==> src/rtl/mc_control_fsm_if.sv <==
// mc_control_fsm_if: opcode/handshake inputs and datapath control outputs of the multicycle control FSM
interface mc_control_fsm_if #(parameter int CNT_WIDTH = 32);
  logic [5:0] opcode;
  logic mem_ready;
  logic PCWrite;
  logic PCWriteCond;
  logic IorD;
  logic MemRead;
  logic MemWrite;
  logic IRWrite;
  logic RegWrite;
  logic RegDst;
  logic MemtoReg;
  logic ALUSrcA;
  logic [1:0] ALUSrcB;
  logic [1:0] ALUOp;
  logic [1:0] PCSource;
  logic [1:0] EXTOp;
  logic illegal_op;
  logic bus_err;
  logic [CNT_WIDTH-1:0] retired_count;
  logic [3:0] state;
  modport master (
    input opcode, mem_ready,
    output PCWrite, PCWriteCond, IorD, MemRead, MemWrite, IRWrite, RegWrite, RegDst, MemtoReg,
    output ALUSrcA, ALUSrcB, ALUOp, PCSource, EXTOp, illegal_op, bus_err, retired_count, state
  );
  modport slave (
    output opcode, mem_ready,
    input PCWrite, PCWriteCond, IorD, MemRead, MemWrite, IRWrite, RegWrite, RegDst, MemtoReg,
    input ALUSrcA, ALUSrcB, ALUOp, PCSource, EXTOp, illegal_op, bus_err, retired_count, state
  );
endinterface

==> src/rtl/mc_control_fsm.sv <==
// mc_control_fsm: multicycle MIPS main control with memory wait timeout and retire counter
module mc_control_fsm #(
  parameter int CNT_WIDTH = 32,
  parameter int MEM_TIMEOUT = 16
) (
  input logic clk,
  input logic rst,
  mc_control_fsm_if.master bus
);
  localparam logic [1:0] EXTOP_SIGNED = 2'b00;
  localparam logic [1:0] EXTOP_UNSIGNED = 2'b01;
  localparam logic [1:0] EXTOP_INST = 2'b10;
  localparam int CW = MEM_TIMEOUT > 1 ? $clog2(MEM_TIMEOUT) : 1;
  typedef enum logic [3:0] {
    FETCH, DECODE, MEMADR, MEMRD, MEMWB, MEMWR, EXEC_R, ALUWB, BRANCH, JUMP, EXEC_I
  } state_t;
  state_t st, nst;
  logic [CW-1:0] cnt;
  logic [CNT_WIDTH-1:0] retired;
  logic r_type, lw, sw, beq, jmp, i_type, logic_imm, waiting, timeout, retire;
  assign r_type = bus.opcode == 6'b000000;
  assign lw = bus.opcode == 6'b100011;
  assign sw = bus.opcode == 6'b101011;
  assign beq = bus.opcode == 6'b000100;
  assign jmp = bus.opcode == 6'b000010;
  assign logic_imm = bus.opcode == 6'b001101 || bus.opcode == 6'b001111;
  assign i_type = logic_imm || bus.opcode == 6'b001000 || bus.opcode == 6'b001001;
  // the wait counter self-clears whenever a wait state is left or times out, so entry always sees 0
  assign waiting = st == FETCH || st == MEMRD || st == MEMWR;
  assign timeout = waiting && !bus.mem_ready && cnt == CW'(MEM_TIMEOUT - 1);
  assign retire = st == MEMWB || st == ALUWB || st == BRANCH || st == JUMP || (st == MEMWR && bus.mem_ready);
  always_ff @(posedge clk or posedge rst)
    if (rst) st <= FETCH;
    else st <= nst;
  always_ff @(posedge clk or posedge rst)
    if (rst) begin
      cnt <= '0;
      retired <= '0;
    end else begin
      cnt <= (waiting && !bus.mem_ready && !timeout) ? cnt + CW'(1) : '0;
      retired <= retired + CNT_WIDTH'(retire);
    end
  always_comb begin
    nst = FETCH;
    case (st)
      FETCH: nst = bus.mem_ready ? DECODE : FETCH;
      DECODE: nst = r_type ? EXEC_R : (lw || sw) ? MEMADR : beq ? BRANCH : jmp ? JUMP : i_type ? EXEC_I : FETCH;
      MEMADR: nst = lw ? MEMRD : MEMWR;
      MEMRD: nst = bus.mem_ready ? MEMWB : timeout ? FETCH : MEMRD;
      MEMWR: nst = (bus.mem_ready || timeout) ? FETCH : MEMWR;
      EXEC_R, EXEC_I: nst = ALUWB;
      default: nst = FETCH;
    endcase
  end
  always_comb begin
    bus.PCWrite = 1'b0;
    bus.PCWriteCond = 1'b0;
    bus.IorD = 1'b0;
    bus.MemRead = 1'b0;
    bus.MemWrite = 1'b0;
    bus.IRWrite = 1'b0;
    bus.RegWrite = 1'b0;
    bus.RegDst = 1'b0;
    bus.MemtoReg = 1'b0;
    bus.ALUSrcA = 1'b0;
    bus.ALUSrcB = 2'b00;
    bus.ALUOp = 2'b00;
    bus.PCSource = 2'b00;
    bus.EXTOp = EXTOP_SIGNED;
    case (st)
      FETCH: begin
        bus.MemRead = 1'b1;
        bus.ALUSrcB = 2'b01;
        bus.IRWrite = bus.mem_ready;
        bus.PCWrite = bus.mem_ready;
      end
      DECODE: bus.ALUSrcB = 2'b11;
      MEMADR: begin
        bus.ALUSrcA = 1'b1;
        bus.ALUSrcB = 2'b10;
      end
      MEMRD: begin
        bus.MemRead = 1'b1;
        bus.IorD = 1'b1;
      end
      MEMWB: begin
        bus.RegWrite = 1'b1;
        bus.MemtoReg = 1'b1;
      end
      MEMWR: begin
        bus.MemWrite = 1'b1;
        bus.IorD = 1'b1;
      end
      EXEC_R: begin
        bus.ALUSrcA = 1'b1;
        bus.ALUOp = 2'b10;
      end
      ALUWB: begin
        bus.RegWrite = 1'b1;
        bus.RegDst = r_type;
      end
      BRANCH: begin
        bus.ALUSrcA = 1'b1;
        bus.ALUOp = 2'b01;
        bus.PCWriteCond = 1'b1;
        bus.PCSource = 2'b01;
      end
      JUMP: begin
        bus.PCWrite = 1'b1;
        bus.PCSource = 2'b10;
        bus.EXTOp = EXTOP_INST;
      end
      EXEC_I: begin
        bus.ALUSrcA = 1'b1;
        bus.ALUSrcB = 2'b10;
        bus.ALUOp = logic_imm ? 2'b11 : 2'b00;
        bus.EXTOp = logic_imm ? EXTOP_UNSIGNED : EXTOP_SIGNED;
      end
      default: ;
    endcase
  end
  assign bus.illegal_op = st == DECODE && !(r_type || lw || sw || beq || jmp || i_type);
  assign bus.bus_err = timeout;
  assign bus.retired_count = retired;
  assign bus.state = st;
endmodule

==> src/flat_wrapper.sv <==
// flat-port wrapper written by rule: the top's interface ports become plain ports
module mc_control_fsm_flat 
#(
  parameter int CNT_WIDTH = 32,
  parameter int MEM_TIMEOUT = 16
)
  (clk, rst, bus_opcode, bus_mem_ready, bus_PCWrite, bus_PCWriteCond, bus_IorD, bus_MemRead, bus_MemWrite, bus_IRWrite, bus_RegWrite, bus_RegDst, bus_MemtoReg, bus_ALUSrcA, bus_ALUSrcB, bus_ALUOp, bus_PCSource, bus_EXTOp, bus_illegal_op, bus_bus_err, bus_retired_count, bus_state);
  mc_control_fsm_if #(.CNT_WIDTH(CNT_WIDTH)) bus_i ();
  input logic clk;
  input logic rst;
  input wire logic [$bits(bus_i.opcode)-1:0] bus_opcode;
  input wire logic [$bits(bus_i.mem_ready)-1:0] bus_mem_ready;
  output wire logic [$bits(bus_i.PCWrite)-1:0] bus_PCWrite;
  output wire logic [$bits(bus_i.PCWriteCond)-1:0] bus_PCWriteCond;
  output wire logic [$bits(bus_i.IorD)-1:0] bus_IorD;
  output wire logic [$bits(bus_i.MemRead)-1:0] bus_MemRead;
  output wire logic [$bits(bus_i.MemWrite)-1:0] bus_MemWrite;
  output wire logic [$bits(bus_i.IRWrite)-1:0] bus_IRWrite;
  output wire logic [$bits(bus_i.RegWrite)-1:0] bus_RegWrite;
  output wire logic [$bits(bus_i.RegDst)-1:0] bus_RegDst;
  output wire logic [$bits(bus_i.MemtoReg)-1:0] bus_MemtoReg;
  output wire logic [$bits(bus_i.ALUSrcA)-1:0] bus_ALUSrcA;
  output wire logic [$bits(bus_i.ALUSrcB)-1:0] bus_ALUSrcB;
  output wire logic [$bits(bus_i.ALUOp)-1:0] bus_ALUOp;
  output wire logic [$bits(bus_i.PCSource)-1:0] bus_PCSource;
  output wire logic [$bits(bus_i.EXTOp)-1:0] bus_EXTOp;
  output wire logic [$bits(bus_i.illegal_op)-1:0] bus_illegal_op;
  output wire logic [$bits(bus_i.bus_err)-1:0] bus_bus_err;
  output wire logic [$bits(bus_i.retired_count)-1:0] bus_retired_count;
  output wire logic [$bits(bus_i.state)-1:0] bus_state;
  assign bus_i.opcode = bus_opcode;
  assign bus_i.mem_ready = bus_mem_ready;
  assign bus_PCWrite = bus_i.PCWrite;
  assign bus_PCWriteCond = bus_i.PCWriteCond;
  assign bus_IorD = bus_i.IorD;
  assign bus_MemRead = bus_i.MemRead;
  assign bus_MemWrite = bus_i.MemWrite;
  assign bus_IRWrite = bus_i.IRWrite;
  assign bus_RegWrite = bus_i.RegWrite;
  assign bus_RegDst = bus_i.RegDst;
  assign bus_MemtoReg = bus_i.MemtoReg;
  assign bus_ALUSrcA = bus_i.ALUSrcA;
  assign bus_ALUSrcB = bus_i.ALUSrcB;
  assign bus_ALUOp = bus_i.ALUOp;
  assign bus_PCSource = bus_i.PCSource;
  assign bus_EXTOp = bus_i.EXTOp;
  assign bus_illegal_op = bus_i.illegal_op;
  assign bus_bus_err = bus_i.bus_err;
  assign bus_retired_count = bus_i.retired_count;
  assign bus_state = bus_i.state;
  mc_control_fsm #(.CNT_WIDTH(CNT_WIDTH), .MEM_TIMEOUT(MEM_TIMEOUT)) u_core (.clk(clk), .rst(rst), .bus(bus_i));
endmodule
==> config.mk <==
export PLATFORM = sky130hd
export DESIGN_NAME = mc_control_fsm_flat
export DESIGN_NICKNAME = d
export VERILOG_FILES = /design/src/rtl/mc_control_fsm_if.sv /design/src/rtl/mc_control_fsm.sv /design/src/flat_wrapper.sv
export SDC_FILE = /design/constraint.sdc
export NUM_CORES = 1
export LEC_CHECK = 0
export CORE_MARGIN = 1.5
export CORE_UTILIZATION = 41
export DETAILED_ROUTE_END_ITERATION = 7
export GPL_TIMING_DRIVEN = 1
export PLACE_DENSITY = 0.71
export SYNTH_ARGS = -nofsm -noshare
export SYNTH_HDL_FRONTEND = slang
export SYNTH_SLANG_ARGS = --single-unit
==> constraint.sdc <==
create_clock -name clk -period 6.75 [get_ports clk]
set_input_delay 1.35 -clock clk [delete_from_list [all_inputs] [get_ports clk]]
set_output_delay 1.35 -clock clk [all_outputs]
set_load 0.1 [all_outputs]
# Word-level counts from Yosys, hierarchy flattened
# Cells that the tools add are included.
[classes] addsub=2 n_eq_ne=19 mux=28 n_reduce_logical=32
[op_table] cell="adder 32 x 1 -> 32 bit" count=1
[op_table] cell="2-to-1 mux 4 bit" count=7
[op_table] cell="== test 6 x 4 -> 1 bit, second input constant" count=4
[op_table] cell="case mux 4 bit (6 select lines)" count=1
[op_table] cell="== test 4 x 3 -> 1 bit, second input constant" count=4
[op_table] cell="== test 4 bit, second input constant" count=4
[op_table] cell="logical OR 1 bit" count=16
[op_table] cell="== test 6 bit, second input constant" count=2
[op_table] cell="case mux 2 bit (3 select lines)" count=2
[op_table] cell="2-to-1 mux 1 bit" count=11
[op_table] cell="OR reduction 2 bit" count=5
[op_table] cell="== test 4 x 2 -> 1 bit, second input constant" count=2
[op_table] cell="case mux 2 bit (2 select lines)" count=2
[op_table] cell="== test 6 x 2 -> 1 bit, second input constant" count=1
[op_table] cell="== test 6 x 3 -> 1 bit, second input constant" count=1
[op_table] cell="zero test 6 bit" count=1
[op_table] cell="2-to-1 mux 3 bit" count=2
[op_table] cell="logical AND 1 bit" count=5
[op_table] cell="adder 4 x 1 -> 4 bit, second input constant" count=1
[op_table] cell="== test 4 x 1 -> 1 bit, second input constant" count=1
[op_table] cell="zero test 4 bit" count=1
[op_table] cell="2-to-1 mux 2 bit" count=2
[op_table] cell="OR reduction 4 bit" count=1
[op_table] cell="zero test 1 bit" count=3
[op_table] cell="case mux 1 bit (2 select lines)" count=1
[word_totals] out_inout_bits=56 word_cells=84 ff_bits=40

# Longest topological paths before layout
[depth] word_depth=10 mapped_depth=11 depth_no_buf=10

# Worst setup path after synthesis
# OpenSTA, ideal clock, no wires.
[synth_timing] kind="input -> output" from="in bus_mem_ready" to="out bus_PCWrite" stages=3 t_arrival_ns=4.171 setup_slack_ns=1.229 t_required_ns=5.400 path_buffers=0 path_cell_list="nand2_1 -> nor3_1 -> or2_2"
[synth_between] elab_chain_cells=1
[synth_rtl] item="start: declaration" line="flat_wrapper.sv:12" source="input wire logic [$bits(bus_i.mem_ready)-1:0] bus_mem_ready;"
[synth_rtl] item="case mux 1 bit (2 select lines)" line="mc_control_fsm.sv:70" source="case (st)"
[synth_rtl] item="end: declaration" line="flat_wrapper.sv:13" source="output wire logic [$bits(bus_i.PCWrite)-1:0] bus_PCWrite;"
# No other way between the ends.

# Final worst setup path
[layout_timing] from="in bus_opcode[1]" to="out bus_illegal_op"
[layout_between] elab_chain_cells=8
[layout_rtl] item="start: declaration" line="flat_wrapper.sv:11" source="input wire logic [$bits(bus_i.opcode)-1:0] bus_opcode;"
[layout_rtl] item="== test 6 bit / zero test 6 bit (equally long branches)" line="mc_control_fsm.sv:22, mc_control_fsm.sv:21"
[layout_rtl] item="logical OR 1 bit (4 in a row)" line="mc_control_fsm.sv:122" source="assign bus.illegal_op = st == DECODE && !(r_type || lw || sw || beq || jmp || i_type);"
[layout_rtl] item="logical OR 1 bit *" line="mc_control_fsm.sv:122"
[layout_rtl] item="zero test 1 bit *" line="mc_control_fsm.sv:122"
[layout_rtl] item="logical AND 1 bit *" line="mc_control_fsm.sv:122"
[layout_rtl] item="end: declaration" line="flat_wrapper.sv:27" source="output wire logic [$bits(bus_i.illegal_op)-1:0] bus_illegal_op;"
# Every way passes the cells marked *; elsewhere a longest branch is shown, timed or not.

==> out/results.txt <==
Dpl hpwl: 3580 um
Site Rows: 26
CTS max path bufs: 2
Routed wire length: 4890 um
Max Cap Viol: 0
Seq/Total Area, Yosys: 0.443
Worst-Margin Slew: 984 ps
Worst VDD drop: 0.000646 V
Max transition margin: 0.342
Final Slew Violations: 0
Worst-path fanout max: 9
Fin nets: 309
H-tree depth: 2
Max frequency: 190 MHz
Via/cell ratio: 5.33
Worst setup EP type: output port
Worst Path Arrival: 3900 ps
Avg WL per Cell: 13.3 um
Post-synthesis register bit count: 40
Period utilization: 0.778
Hold Crit Class: reg2reg
Worst Setup Start Kind: input port
I/O pin cnt: 65
Status: completed
TritonCTS clock tree: built
Port Buf Inserts: 64
Hold-fix buffers, CTS: 0
DRC violations left: 0
Number of enable flip-flop cells after synthesis: 0
Largest net degree at the start of global routing: 41
GRT overflow: 0
DIE HEIGHT: 77.2 um
Synth Warn #: 0
Routed Antenna Nets: 0
Placed insts: 360
Die Footprint: 0.00596 mm^2
Worst Reg-to-Reg Cells: 10
Worst skew pair latency: 290 ps
Final WS setup: 1500 ps
Post-CTS sizing: 0
Clk network pwr share: 0.164
Async S/R FF share, synth: 1.00
Clock skew: 9.39 ps
Antenna cells: 0
Vias in the first global route: 1,815
Mapped Avg Cell Area: 9.60 um^2
Die Wd: 77.2 um
Placed cell areas: 0.00293 mm^2
Placer Congestion: 0.859
Worst Path Required: 5400 ps
Worst Hold Depth: 1
Antenna violations before repair: 0
First-pass GRT wire length: 8240 um
Logic gate share of total power: 0.571
Reg clk slew, reported paths: 80 ps
Pwr dens: 411 mW/mm^2
TNS Setup: 0 ps
Num CTS Buffers: 5
Int Power: 0.559 mW
Layout area overhead: 35.4%
Synth Flop Type: dfrtp_1
Layout cells sized above 1: 0.0638
Synth cell types: 48
Flop pwr share: 0.265
Leak Pwr: 1.23 nW
Initial DRC count: 66
Hold Fails Final Rpt: 0
Post-placement setup slack: 1480 ps
Synth Cell Area: 0.00226 mm^2
Clock Root Buffer: clkbuf_8
Vias after detailed routing: 1,960
Final Cell Area: 0.00306 mm^2
Sinks on Clock Net: 40
DR pass1 iterations: 4
Cell Count, Final, Fillers Out: 368
Core Region: 0.00520 mm^2
GRT Total Usage: 0.168
RSZ-0062 raised after global routing: false
Psw: 0.695 mW
Sw Ratio: 0.554
Post-CTS Setup Repair Bufs: 0
Hold WS: 479 ps
Tmin final: 5250 ps
Initial Utilization: 0.434
Syn Nets: 247
Setup violations, final: 0
Gate Count Post-Synth: 235
Worst Path Class, Setup: in2out
==> flip-flops by register name (all words and copies together), names as in the netlist <==
name,flops
u_core.bus.state,4
u_core.cnt,4
u_core.bus.retired_count,32
==> cell type report <==
| class | instances | area, um^2 |
|---|---|---|
| tap | 70 | 87.6 |
| sequential | 40 | 1000 |
| clock inverter | 2 | 38.8 |
| inverter | 7 | 26.3 |
| multi-input combinational | 178 | 1170 |
| clock buffer | 6 | 82.6 |
| fill | 473 | 2150 |
| timing repair buffer | 65 | 648 |
==> cells by family (layout without fill, tap and decap cells) <==
family,count (synthesis),in the layout,synth area share
adders and majority gates,3,3,0.0166
xor gates and xnor gates,33,33,0.128
DFF,40,40,0.443
AOI/OAI and AO/OA,29,29,0.0876
buffers and inverters,17,80,0.0377
and+or+nand+nor,113,113,0.287
==> critical path, stage by stage <==
cell and delay (ps):
clkdlybuf4s50_1 540, or4_1 560, a211o_1 310, nand3_2 110, a21oi_1 50, clkdlybuf4s50_1 980
==> power by group through the flow <==
stage | Combinational (mW) | Clock (mW) | Sequential [mW]
global route | 0.748 | 0.219 | 0.340
finish | 0.717 | 0.205 | 0.333
detailed placement | 0.718 | 0 | 0.337
CTS | 0.721 | 0.210 | 0.332
floorplan | 0.446 | 0 | 0.457
global placement | 0.718 | 0 | 0.338
==> metrics by stage <==
stage | power, mW | util
after floorplan | 0.903 | -
after global placement | 1.06 | 0.564
after detailed placement | 1.06 | 0.564
after CTS | 1.26 | 0.587
after global routing | 1.31 | 0.587
final | 1.25 | 0.587
==> synth_stat cells (2+ instances only) <==
master    number  area [um^2]
clkbuf_1       4         15.0
nand2_1       16         60.1
ha_1           3         37.5
a21oi_1        6         30.0
or3_1          2         12.5
nor2_1        19         71.3
dfrtp_1       40         1000
a31oi_1        2         12.5
nor3_1        10         50.1
nand3b_1       2         15.0
xor2_1         6         52.6
inv_1          7         26.3
a211oi_1       2         15.0
o21ai_0        8         40.0
nand3_1       20          100
buf_6          2         22.5
buf_2          2         10.0
and3_1         5         31.3
o31ai_1        2         15.0
xnor2_1       27          236
nand2b_1       6         37.5
nand4b_1       4         35.0
nor2b_1        7         43.8
nand4_1        9         56.3
==> final timing paths <==
check / start / endpoint / slack [ps]
max: bus_opcode[1] / bus_illegal_op / 1500
min: u_core.bus.retired_count[31]$_DFF_PP0_ / u_core.bus.retired_count[31]$_DFF_PP0_ / 480
max reg2reg: u_core.bus.state[2]$_DFF_PP0_ / u_core.bus.retired_count[18]$_DFF_PP0_ / 3810
min reg2reg: u_core.bus.retired_count[31]$_DFF_PP0_ / u_core.bus.retired_count[31]$_DFF_PP0_ / 480
max in group asynchronous: rst / u_core.bus.retired_count[8]$_DFF_PP0_ / 4940
min in group asynchronous: rst / u_core.cnt[3]$_DFF_PP0_ / 1470
==> layer usage <==
layer	routed length (um)	vias to the layer above	track usage
met2	2320	76	0.274
met1	2210	923	0.223
li1	-	959	-
met5	0	-	0
met4	34	0	0.0582
met3	322	2	0.0333
==> layout by cell type (no fill, tap or decap), types with 2 or more instances in the layout <==
cell,count
a211oi_1,2
a21oi_1,6
a31oi_1,2
and3_1,5
clkbuf_8,6
clkdlybuf4s50_1,64
dfrtp_1,40
ha_1,3
inv_1,7
nand2_1,16
nand2b_1,6
nand3_1,20
nand3b_1,2
nand4_1,9
nand4b_1,4
nor2_1,19
nor2b_1,7
nor3_1,10
o21ai_0,8
o31ai_1,2
or3_1,2
xnor2_1,27
xor2_1,6
No activity file was read; power rests on OpenSTA's default activity.
